## src/rtl/i2c_fifo.sv

```systemverilog
// Byte FIFO shared by the TX and RX paths of the I2C block.
// First-word-fall-through head, registered count, sticky overflow/underflow flags.
module i2c_fifo #(
    parameter int DATA_WIDTH        = 8,
    parameter int DEPTH             = 8,
    parameter int ALMOST_FULL_LEVEL = DEPTH - 1
) (
    input  logic                         clk,
    input  logic                         n_rst,
    input  logic                         clear,
    input  logic                         clear_errors,
    input  logic                         write_enable,
    input  logic [DATA_WIDTH-1:0]        write_data,
    input  logic                         read_enable,
    output logic [DATA_WIDTH-1:0]        read_data,
    output logic                         empty,
    output logic                         full,
    output logic                         almost_full,
    output logic [$clog2(DEPTH):0]       count,
    output logic                         overflow,
    output logic                         underflow
);

    localparam int PW = $clog2(DEPTH);
    localparam int CW = PW + 1;
    localparam logic [CW-1:0] DEPTH_C = CW'(DEPTH);
    localparam logic [CW-1:0] AF_C    = CW'(ALMOST_FULL_LEVEL);

    logic [DATA_WIDTH-1:0] mem_q [DEPTH];
    logic [PW-1:0]         wptr_q, wptr_d;
    logic [PW-1:0]         rptr_q, rptr_d;
    logic [CW-1:0]         count_q, count_d;
    logic                  overflow_q, overflow_d;
    logic                  underflow_q, underflow_d;
    logic                  popOk;
    logic                  pushOk;

    assign empty       = (count_q == '0);
    assign full        = (count_q == DEPTH_C);
    assign almost_full = (count_q >= AF_C);
    assign count       = count_q;
    assign overflow    = overflow_q;
    assign underflow   = underflow_q;
    assign read_data   = empty ? '0 : mem_q[rptr_q];

    // A full FIFO still takes a push when the head leaves in the same cycle.
    assign popOk  = read_enable && !empty && !clear;
    assign pushOk = write_enable && (!full || popOk) && !clear;

    always_comb begin
        wptr_d      = wptr_q;
        rptr_d      = rptr_q;
        count_d     = count_q;
        overflow_d  = overflow_q;
        underflow_d = underflow_q;

        if (clear) begin
            wptr_d      = '0;
            rptr_d      = '0;
            count_d     = '0;
            overflow_d  = 1'b0;
            underflow_d = 1'b0;
        end else begin
            if (pushOk) begin
                wptr_d = wptr_q + PW'(1);
            end
            if (popOk) begin
                rptr_d = rptr_q + PW'(1);
            end
            case ({pushOk, popOk})
                2'b10:   count_d = count_q + CW'(1);
                2'b01:   count_d = count_q - CW'(1);
                default: count_d = count_q;
            endcase

            // A fresh error in the same cycle beats clear_errors.
            if (clear_errors) begin
                overflow_d  = 1'b0;
                underflow_d = 1'b0;
            end
            if (write_enable && !pushOk) begin
                overflow_d = 1'b1;
            end
            if (read_enable && !popOk) begin
                underflow_d = 1'b1;
            end
        end
    end

    always_ff @(posedge clk or negedge n_rst) begin
        if (!n_rst) begin
            wptr_q      <= '0;
            rptr_q      <= '0;
            count_q     <= '0;
            overflow_q  <= 1'b0;
            underflow_q <= 1'b0;
        end else begin
            wptr_q      <= wptr_d;
            rptr_q      <= rptr_d;
            count_q     <= count_d;
            overflow_q  <= overflow_d;
            underflow_q <= underflow_d;
        end
    end

    always_ff @(posedge clk) begin
        if (pushOk) begin
            mem_q[wptr_q] <= write_data;
        end
    end

endmodule

```

## config.mk

```make
export PLATFORM = sky130hd
export DESIGN_NAME = i2c_fifo
export DESIGN_NICKNAME = d
export VERILOG_FILES = /design/src/rtl/i2c_fifo.sv
export SDC_FILE = /design/constraint.sdc
export NUM_CORES = 1
export LEC_CHECK = 0
export CORE_MARGIN = 1.5
export CORE_UTILIZATION = 27
export CTS_BUF_LIST = sky130_fd_sc_hd__clkbuf_4 sky130_fd_sc_hd__clkbuf_8
export DETAILED_ROUTE_END_ITERATION = 12
export PLACE_DENSITY_LB_ADDON = 0.25
export SYNTH_ARGS = -nofsm -noshare
export SYNTH_HDL_FRONTEND = slang
export SYNTH_SLANG_ARGS = --single-unit
export TNS_END_PERCENT = 10
```

## constraint.sdc

```tcl
create_clock -name clk -period 2.3 [get_ports clk]
set_clock_uncertainty 0.05 [all_clocks]
set_input_delay 0.46 -clock clk [delete_from_list [all_inputs] [get_ports clk]]
set_output_delay 0.46 -clock clk [all_outputs]
set_load 0.01 [all_outputs]
```

==> summary.txt, run 1 <==
Worst setup path
  – R2R Setup Slk: roughly 0.08 ns
  – WP data required: between 1.5 and 2 ns
  – Worst R2R Path Depth: 6
  – CP cell instances: buf_12 -> buf_12 -> mux4_2 -> mux2i_1 -> nor2_1 -> buf_2
  – Critical Path Max Stage Delay: ~0.49 ns
  – CP max FO: 7
  – Arrival time at the worst endpoint: roughly 1.8 ns
  – CP Class: reg -> out
  – Most common cell on crit path: buf_12
  – CP startpoint kind: register
  – Worst reg2reg startpoint: count[1]$_DFFE_PN0P_
  – Crit path max-delay cell type: mux4_2
  – Critical Path End Type: output pin
  – WP buf/inv: 3
  – Critical path's top delay family: multiplexers
  – Worst r2r dst: mem_q[5][6]$_DFFE_PP_

Cells and area
  – Final core occ: 0.365
  – Post-Layout Inst Area: approximately 0.0042 mm²
  – Commonest non-fill, non-tap cell in the layout: edfxtp_1
  – Layout cells sized above 1: 0.341
  – Final net count: 272
  – Commonest non-fill, non-tap cells in the layout: edfxtp_1, buf_4, nor2_1
  – Area Growth Syn to Fin: 30.6%
  – N_diodes: 0

GRT
  – Grt total ovfl: 0
  – First-pass GRT wire length: 10,900 µm
  – Vias in the first global route: 1,909
  – Initial antenna violation count: 0
  – Largest net degree at the start of global routing: 17
  – GR Util All Layers: 0.116

Synthesis
  – Top_reg_cell synth: edfxtp_1
  – Synth warnings: 0
  – Area share of the largest cell type after synthesis: 0.594
  – Yosys reg bits: 76
  – Mapped Area: about 0.0032 mm²
  – Post-synth EDFFs: between 60 and 70
  – Netlist cell types: 39
  – Seq/Total Area, Yosys: 0.687
  – Syn Inst Count: 192
  – Ys async rst share: 0.158
  – Yosys top cell by area: edfxtp_1
  – Avg Cell Area, Syn: around 17 µm²
  – Mapped Nets: 210
  – Synth area leaders: edfxtp_1, mux4_2, dfrtp_1

Clock network
  – Reg clk slew, reported paths: approximately 0.080 ns
  – Sink Count: 76
  – Clock tree buffer depth: 2
  – CTS Buf Count: 9
  – CTS tree: done
  – Worst skew pair latency: ~0.34 ns
  – H-tree Lvls: 3
  – Clock tree root driver cell: clkbuf_8

Route
  – Antenna Nets Post-Route: 0
  – Routed length per placed instance: roughly 17 µm
  – Initial DRC count: 80
  – DR vias/cell: between 4 and 5
  – DRT Pass-1 Iters: 6
  – DR vias: 1,879
  – # DRC: 0
  – Final wirelength: 6820 µm

Floorplan
  – Starting Density: 0.280
  – Die Y: approximately 110 µm
  – # IOs: 31
  – Die Width: between 100 and 150 µm
  – Std cell rows: 39
  – Core area: around 0.012 mm²
  – Area of the die: approximately 0.013 mm²

Power and ir drop
  – Cell leakage power: 1.51 nW
  – Tot Pwr: 0.00421 W
  – Pwr Density: 996 mW/mm²
  – Worst vdd ir: around 0.27 mV

STA
  – Fin. max-slew vios: 0
  – Least-Margin Pin Slew: just over 0.6 ns
  – Post-layout min period: between 2 and 2.5 ns
  – Peak Freq: ~430 MHz
  – Setup violations, final: 3
  – Unrepaired setup endpoints after global routing: yes
  – Final Cycle Share: 1.01
  – Fin worst setup slack: -0.0129 ns
  – Final Hold Viols: 0
  – Slew margin rel.: 0.594

Worst hold path
  – Worst hold path type: in -> async

Run status
  – Status: finished with violations
  – Failing checks: setup timing

Placed design
  – Cell Area, Placed: between 0.003 and 0.004 mm²
  – RePlAce Congestion: roughly 0.72
  – PortBufs: 30
  – Hpwl dp: approximately 4400 µm

Job
  – Max Cap Viol: 0
-- layout make-up --
cell class,count,area [µm²]
clock inverter,6,113
inverter,3,11.3
fill,1072,7340
sequential,76,2220
clock buffer,9,124
tap,143,179
multi-input combinational,101,996
timing repair buffer,63,581
-- logic make-up (layout without fill, tap and decap cells) --
logic type	Yosys count	after routing	synth area share
compound gates	16	16	0.0387
xor+xnor	7	7	0.0189
fa+ha+maj	4	4	0.0155
buf+inv	15	81	0.0220
flops	76	76	0.687
mux	27	27	0.145
simple gates	47	47	0.0731
-- where the power goes --
| group | switching [W] | internal [W] | total [W] |
|---|---|---|---|
| registers | 0.0000515 | 0.00156 | 0.00161 |
| logic | 0.000659 | 0.000740 | 0.00140 |
| clock network | 0.000476 | 0.000718 | 0.00119 |
| total | 0.00119 | 0.00302 | 0.00421 |
-- metrics by stage --
| stage | instances | worst slack (ns) | TNS (ns) | hold slack, ns |
|---|---|---|---|---|
| floorplan | 192 | -0.0453 | -0.171 | 0.114 |
| global placement | 380 | -0.0397 | -0.0564 | 0.488 |
| detailed placement | 380 | -0.0498 | -0.0643 | 0.486 |
| CTS | 401 | -0.0678 | -0.272 | 0.471 |
| global route | 401 | -0.115 | -0.710 | 0.501 |
| finish | 401 | -0.0129 | -0.0247 | 0.450 |
-- how the worst max path moves through the flow --
stage	from	endpoint	cells after the start
6_report	rptr_q[0]$_DFFE_PN0P_	read_data[1]	6
5_1_grt	rptr_q[0]$_DFFE_PN0P_	read_data[7]	6
4_1_cts	rptr_q[0]$_DFFE_PN0P_	read_data[1]	6
3_5_place_dp	read_enable	count[3]$_DFFE_PN0P_	8
3_3_place_gp	read_enable	count[3]$_DFFE_PN0P_	8
2_1_floorplan	count[0]$_DFFE_PN0P_	count[3]$_DFFE_PN0P_	9
-- registers in the layout, summed over array words and instances, names as in the netlist --
name	count
underflow	1
count	4
wptr_q	3
mem_q	64
overflow	1
rptr_q	3
-- worst register-to-register path, stage by stage, from the launching register on --
cell	delay, ns
dfrtp_1	0.42
buf_6	0.15
or4b_4	0.55
buf_6	0.14
o211ai_1	0.36
nor3_1	0.10
buf_4	0.21
-- what timing repair did --
| action | 4_1_cts | 5_1_grt |
|---|---|---|
| setup endpoints to repair | 10 | 31 |
| cloned | 1 | 0 |
| pin swaps | 2 | 7 |
| hold buffers | 0 | 0 |
| gates resized for setup | 40 | 3 |
| buffers inserted | 5 | 0 |
-- routing by layer --
layer	up-vias	global-route usage	wire (µm)
li1	873	-	-
met1	967	0.161	3190
met2	33	0.183	3330
met3	6	0.0173	232
met4	0	0.0532	67
met5	-	0	0
-- synth_stat cells, types with 3 or more instances --
cell       n
xor2_1     6
o211ai_1   3
nor3_1     4
nand2_1    4
ha_1       4
clkbuf_1   5
mux2i_1   11
inv_1      3
dfrtp_1   12
nor2_1    23
edfxtp_1  64
nor4_1     3
mux4_2    16
(Power assumes the default switching activity.)
==> run 2: changes to the inputs <==
CORE_UTILIZATION = 53   (was 27)
==> run 2 against run 1 <==
  * Power shrank 8.9%
  * Die area shrank 48%
  * Largest power group unchanged
  * Global-route usage grew 11 points
  * Setup slack lost 0.048 ns
  * Register-to-register slack lost 0.12 ns
  * Combinational power shrank 4%
  * Critical path type unchanged
  * Sequential cell count is the same
  * Critical path depth is the same
  * Final cell count shrank 17%
  * Via count grew 2.3%
  * The flow still finishes with violations (setup timing)
  * Clock power shrank 28%
==> summary.txt, run 2 (synthesis results as in run 1) <==
Worst hold path
  – Worst hold path type: in -> async

Floorplan
  – Die Y: 81.2 µm (-28%)
  – Area of the die: 0.00659 mm² (-48%)
  – # IOs: 31 (unchanged)
  – Die Width: 81.2 µm (-28%)
  – Std cell rows: 28 (-28%)
  – Core area: 0.00592 mm² (-49%)
  – Starting Density: 0.547 (+0.267)

Placed design
  – RePlAce Congestion: 0.912 (+26%)
  – Pre-CTS setup slack: -0.156 ns (-0.106 ns)
  – Hpwl dp: 4430 µm (+1.4%)
  – PortBufs: 30 (unchanged)

GRT
  – Grt total ovfl: 0 (unchanged)
  – GR Util All Layers: 0.231 (+0.114)
  – Initial antenna violation count: 0 (unchanged)
  – Largest net degree at the start of global routing: 19 (+2)
  – Vias in the first global route: 2,037 (+6.7%)
  – First-pass GRT wire length: 10,400 µm (-4.6%)

STA
  – Fin. max-slew vios: 0 (unchanged)
  – Setup violations, final: 7 (+4)
  – Final Hold Viols: 0 (unchanged)
  – WHS: 0.438 ns (-0.0123 ns)
  – Least-Margin Pin Slew: 0.573 ns (-0.0333 ns)
  – Fin worst setup slack: -0.0611 ns (-0.0482 ns)
  – Final Cycle Share: 1.03 (+0.0210)
  – Setup TNS: -0.189 ns (-0.164 ns)
  – Post-layout min period: 2.36 ns (+0.0482 ns)
  – Unrepaired setup endpoints after global routing: yes
  – Slew margin rel.: 0.617 (+0.0223)
  – Peak Freq: 424 MHz (-2.0%)

Cells and area
  – Final core occ: 0.684 (+0.319)
  – Commonest non-fill, non-tap cell in the layout: edfxtp_1
  – Layout cells sized above 1: 0.324 (-0.0168)
  – Area Growth Syn to Fin: 25.1%
  – Final net count: 272 (unchanged)
  – Commonest non-fill, non-tap cells in the layout: edfxtp_1, buf_4, nor2_1
  – Max FFs per register: 64 (unchanged)
  – N_diodes: 0 (unchanged)
  – Biggest register: mem_q

Route
  – Routed length per placed instance: 20.3 µm (+20%)
  – DRT Pass-1 Iters: 4 (-2)
  – Initial DRC count: 166 (+110%)
  – DR vias/cell: 5.76 (+23%)
  – Antenna Nets Post-Route: 0 (unchanged)
  – DR vias: 1,923 (+2.3%)
  – Final wirelength: 6790 µm (-0.45%)
  – # DRC: 0 (unchanged)

Worst setup path
  – CP Class: reg -> out
  – CP max FO: 4 (-3)
  – CP startpoint kind: register
  – Critical Path Max Stage Delay: 0.50 ns (about the same)
  – Arrival time at the worst endpoint: 1.85 ns (+0.05 ns)
  – Critical path's top delay family: multiplexers
  – Critical Path End Type: output pin
  – CP cell instances: buf_6 -> clkbuf_16 -> mux4_2 -> mux2i_1 -> nor2_1 -> buf_2
  – Crit path max-delay cell type: mux4_2
  – WP buf/inv: 3 (unchanged)
  – WP data required: 1.79 ns (about the same)

Clock network
  – Reg clk slew, reported paths: 0.07 ns (about the same)
  – Clock tree buffer depth: 2 (unchanged)
  – Worst skew pair latency: 0.33 ns (about the same)
  – CTS Buf Count: 9 (unchanged)
  – Clock tree root driver cell: clkbuf_8
  – Hold buffers post-CTS: 0 (unchanged)
  – Sink Count: 76 (unchanged)
  – CTS tree: done
  – H-tree Lvls: 3 (unchanged)

Power and ir drop
  – Cell leakage power: 1.50 nW (-0.79%)
  – Worst vdd ir: 0.957 mV (+260%)
  – Tot Pwr: 0.00383 W (-8.9%)
  – Pwr Density: 947 mW/mm² (-4.9%)

Run status
  – Status: finished with violations
  – Failing checks: setup timing

Job
  – Max Cap Viol: 0 (unchanged)
-- run 2: cell types whose count changed in the layout (fill, tap and decap cells not counted), moves of 2 or more --
| cell | before | now |
|---|---|---|
| bufinv_16 | 3 | 0 |
| clkbuf_4 | 0 | 2 |
| clkinv_1 | 0 | 2 |
| nor4_1 | 0 | 2 |
| nor4_2 | 3 | 1 |
-- run 2: what timing repair did --
action                     in CTS  in global routing
setup endpoints to repair      11                 13
setup buffers                   9                  0
gates resized for setup        36                  5
pin swaps                       5                  0
cloned                          0                  1
-- run 2: per-stage QoR --
step,area [µm²],std cells
floorplan,3280,192
global placement,3800,308
detailed placement,3800,308
CTS,4010,333
global route,4050,334
finish,4050,334
-- run 2: layer usage --
| layer | global-route usage | share of wire |
|---|---|---|
| met4 | 0.0862 | 0.0037 |
| met3 | 0.0708 | 0.054 |
| met2 | 0.388 | 0.55 |
| met5 | 0 | 0 |
| met1 | 0.280 | 0.39 |
-- run 2: worst paths after layout --
check                                 startpoint  slack [ns]  cells after the start                    end
setup / recovery           rptr_q[0]$_DFFE_PN0P_       -0.06                      6           read_data[4]
hold / removal                             n_rst        0.44                      1  underflow$_DFFE_PN0P_
setup reg to reg            count[1]$_DFFE_PN0P_       -0.04                      9   count[3]$_DFFE_PN0P_
hold reg to reg             overflow$_DFFE_PN0P_        0.52                      2   overflow$_DFFE_PN0P_
max in group asynchronous                  n_rst        1.35                      1   count[2]$_DFFE_PN0P_
min in group clk            overflow$_DFFE_PN0P_        0.52                      2   overflow$_DFFE_PN0P_
-- run 2: area by class of cell --
class                           count  area (µm²)
Tap cell                           75        93.8
Clock buffer                       11         139
Fill cell                         383        1870
Sequential cell                    76        2220
Timing Repair Buffer               63         566
Clock inverter                      5        28.8
Inverter                            3        11.3
Multi-Input combinational cell    101         988
-- run 2: report_power, final --
group / switching (W) / internal, W
Combinational: 0.000651 / 0.000704
Sequential: 0.0000566 / 0.00156
Clock: 0.000451 / 0.000408
Total: 0.00116 / 0.00268
-- run 2: worst reg2reg max path: cells and delay by family (launching register included) --
kind                     cells  cell delay [ns]
adder cells (fa/ha/maj)      1             0.31
buffers and inverters        1             0.15
flip-flops                   1             0.40
AO/OA/AOI/OAI                4             0.79
AND/OR/NAND/NOR              3             0.57
==> run 3: changes to the inputs <==
PLACE_DENSITY = 0.81   (was unset)
PLACE_DENSITY_LB_ADDON = unset   (was 0.25)
==> run 3 against run 2 <==
  * The run still ends with setup timing left
  * Power increased by 4.3%
  * Final area grew 1.1%
  * Sequential cell count did not move
  * Final cell count shrank 0.30%
  * Sequential share of layout area is 0.57 points lower
  * Setup slack got worse by 0.00091 ns
  * Global-route usage is 0.56 points lower
  * Via count up 0.26%
  * Worst hold slack better by 0.019 ns
  * Core utilization is 0.72 points higher
  * Largest power group unchanged
  * Highest routed layer unchanged
==> summary.txt, run 3 (synthesis results as in run 1) <==
Power and ir drop
  – Pwr Density: 977 mW/mm² (+3.2%)
  – Worst vdd ir: 0.721 mV (-25%)
  – Cell leakage power: 1.49 nW (-0.37%)

Clock network
  – Clock tree buffer depth: 2 (unchanged)
  – Sink Count: 76 (unchanged)
  – Worst skew pair latency: 0.34 ns (about the same)
  – Clock tree root driver cell: clkbuf_8
  – CTS Buf Count: 9 (unchanged)
  – Hold buffers post-CTS: 0 (unchanged)
  – Reg clk slew, reported paths: 0.08 ns (about the same)
  – H-tree Lvls: 3 (unchanged)
  – CTS tree: done

Worst setup path
  – Arrival time at the worst endpoint: 1.85 ns (about the same)
  – CP startpoint kind: register
  – CP Class: reg -> out
  – CP max FO: 5 (+1)
  – Critical Path End Type: output pin
  – R2R Setup Slk: -0.03 ns (about the same)
  – WP data required: 1.79 ns (about the same)

Floorplan
  – Die Y: 81.2 µm (unchanged)
  – Area of the die: 0.00659 mm² (unchanged)
  – Die Width: 81.2 µm (unchanged)
  – Starting Density: 0.547 (unchanged)
  – # IOs: 31 (unchanged)
  – Std cell rows: 28 (unchanged)
  – Core area: 0.00592 mm² (unchanged)

STA
  – Unrepaired setup endpoints after global routing: yes
  – Fin. max-slew vios: 0 (unchanged)
  – Final Hold Viols: 0 (unchanged)
  – Setup TNS: -0.329 ns (-0.140 ns)
  – Post-layout min period: 2.36 ns (+0.000905 ns)
  – Least-Margin Pin Slew: 0.837 ns (+0.263 ns)
  – Final Cycle Share: 1.03 (about the same)
  – Fin worst setup slack: -0.0620 ns (-0.000905 ns)
  – Setup violations, final: 9 (+2)
  – Slew margin rel.: 0.440 (-0.176)
  – Peak Freq: 423 MHz (about the same)

Cells and area
  – Commonest non-fill, non-tap cell in the layout: edfxtp_1
  – Final core occ: 0.691 (+0.00718)
  – Post-Layout Inst Area: 0.00409 mm² (+1.1%)
  – Max FFs per register: 64 (unchanged)
  – Area Growth Syn to Fin: 26.4%
  – Biggest register: mem_q
  – Layout cells sized above 1: 0.333 (+0.00901)
  – Final net count: 272 (unchanged)
  – Commonest non-fill, non-tap cells in the layout: edfxtp_1, buf_4, nor2_1
  – N_diodes: 0 (unchanged)

Route
  – Met3 WL post-DR: 515 µm (+41%)
  – Final wirelength: 6630 µm (-2.4%)
  – # DRC: 0 (unchanged)
  – DR vias: 1,928 (+0.26%)
  – Antenna Nets Post-Route: 0 (unchanged)
  – Max layer used: met4
  – Initial DRC count: 211 (+27%)
  – WL met2: 3320 µm (-12%)
  – DRT Pass-1 Iters: 4 (unchanged)
  – DR vias/cell: 5.79 (+0.56%)
  – Routed length per placed instance: 19.9 µm (-2.1%)
  – Met1 wire length: 2700 µm (+2.2%)

Placed design
  – Cell Area, Placed: 0.00381 mm² (+0.26%)
  – Hpwl dp: 4060 µm (-8.4%)
  – Pre-CTS setup slack: -0.128 ns (+0.0276 ns)
  – PortBufs: 30 (unchanged)
  – RePlAce Congestion: 0.774 (-15%)

GRT
  – GR Util All Layers: 0.225 (-0.00555)
  – First-pass GRT wire length: 10,100 µm (-3.4%)
  – Vias in the first global route: 1,879 (-7.8%)
  – Largest net degree at the start of global routing: 17 (-2)
  – Initial antenna violation count: 0 (unchanged)
  – Grt total ovfl: 0 (unchanged)

Run status
  – Status: finished with violations
  – Failing checks: setup timing

Worst hold path
  – Worst hold path type: in -> async

Job
  – Max Cap Viol: 0 (unchanged)
run 3: cell count changes in the layout (fill, tap and decap cells not counted), moves of 2 or more:
cell and change:
buf_6 -2, clkbuf_4 -2, nor4_2 +2, clkinv_1 -2
nor4_1 -2, clkinv_4 +2
run 3: report_power, final:
group,total [W],internal (W),switching [W]
clock,0.000975,0.000496,0.000479
sequential,0.00162,0.00156,0.0000604
combinational,0.00140,0.000750,0.000649
run 3: worst max-delay path, cell delays in order, from the launching register on:
cell and delay [ns]:
dfrtp_2 0.41, buf_12 0.13, buf_6 0.10, mux4_2 0.50, mux2i_1 0.15, nor2_1 0.07
buf_2 0.14
run 3: path summary, 6_finish.rpt:
check | start | endpoint | cells after the start
worst max-delay path | rptr_q[0]$_DFFE_PN0P_ | read_data[1] | 6
worst min-delay path | n_rst | rptr_q[2]$_DFFE_PN0P_ | 1
worst max register to register | count[0]$_DFFE_PN0P_ | count[3]$_DFFE_PN0P_ | 9
worst min register to register | underflow$_DFFE_PN0P_ | underflow$_DFFE_PN0P_ | 2
max in group asynchronous | n_rst | rptr_q[0]$_DFFE_PN0P_ | 1
min in group clk | underflow$_DFFE_PN0P_ | underflow$_DFFE_PN0P_ | 2
run 3: repair_timing:
| action | in CTS | in global routing |
|---|---|---|
| gates cloned | 1 | 0 |
| setup buffers | 10 | 1 |
| endpoints found under the setup margin | 11 | 10 |
| pin swaps | 4 | 1 |
| gates resized for setup | 39 | 1 |
run 3: cell type report:
class,instances,area (µm²)
Sequential cell,76,2220
Tap cell,75,93.8
Multi-Input combinational cell,101,996
Clock buffer,9,124
Clock inverter,6,66.3
Inverter,3,11.3
Timing Repair Buffer,63,578
Fill cell,384,1830
run 3: per-stage QoR:
stage / std cells / hold slack [ns] / total power (W)
2_1_floorplan: 192 / 0.114 / 0.00238
3_3_place_gp: 306 / 0.474 / 0.00295
3_5_place_dp: 306 / 0.490 / 0.00297
4_1_cts: 332 / 0.450 / 0.00400
5_1_grt: 333 / 0.475 / 0.00418
6_report: 333 / 0.457 / 0.00400
run 3: layer usage:
| metal | vias up | global-route usage |
|---|---|---|
| met1 | 968 | 0.300 |
| met4 | 0 | 0.102 |
| li1 | 873 | - |
| met5 | - | 0 |
| met2 | 77 | 0.348 |
| met3 | 10 | 0.0618 |
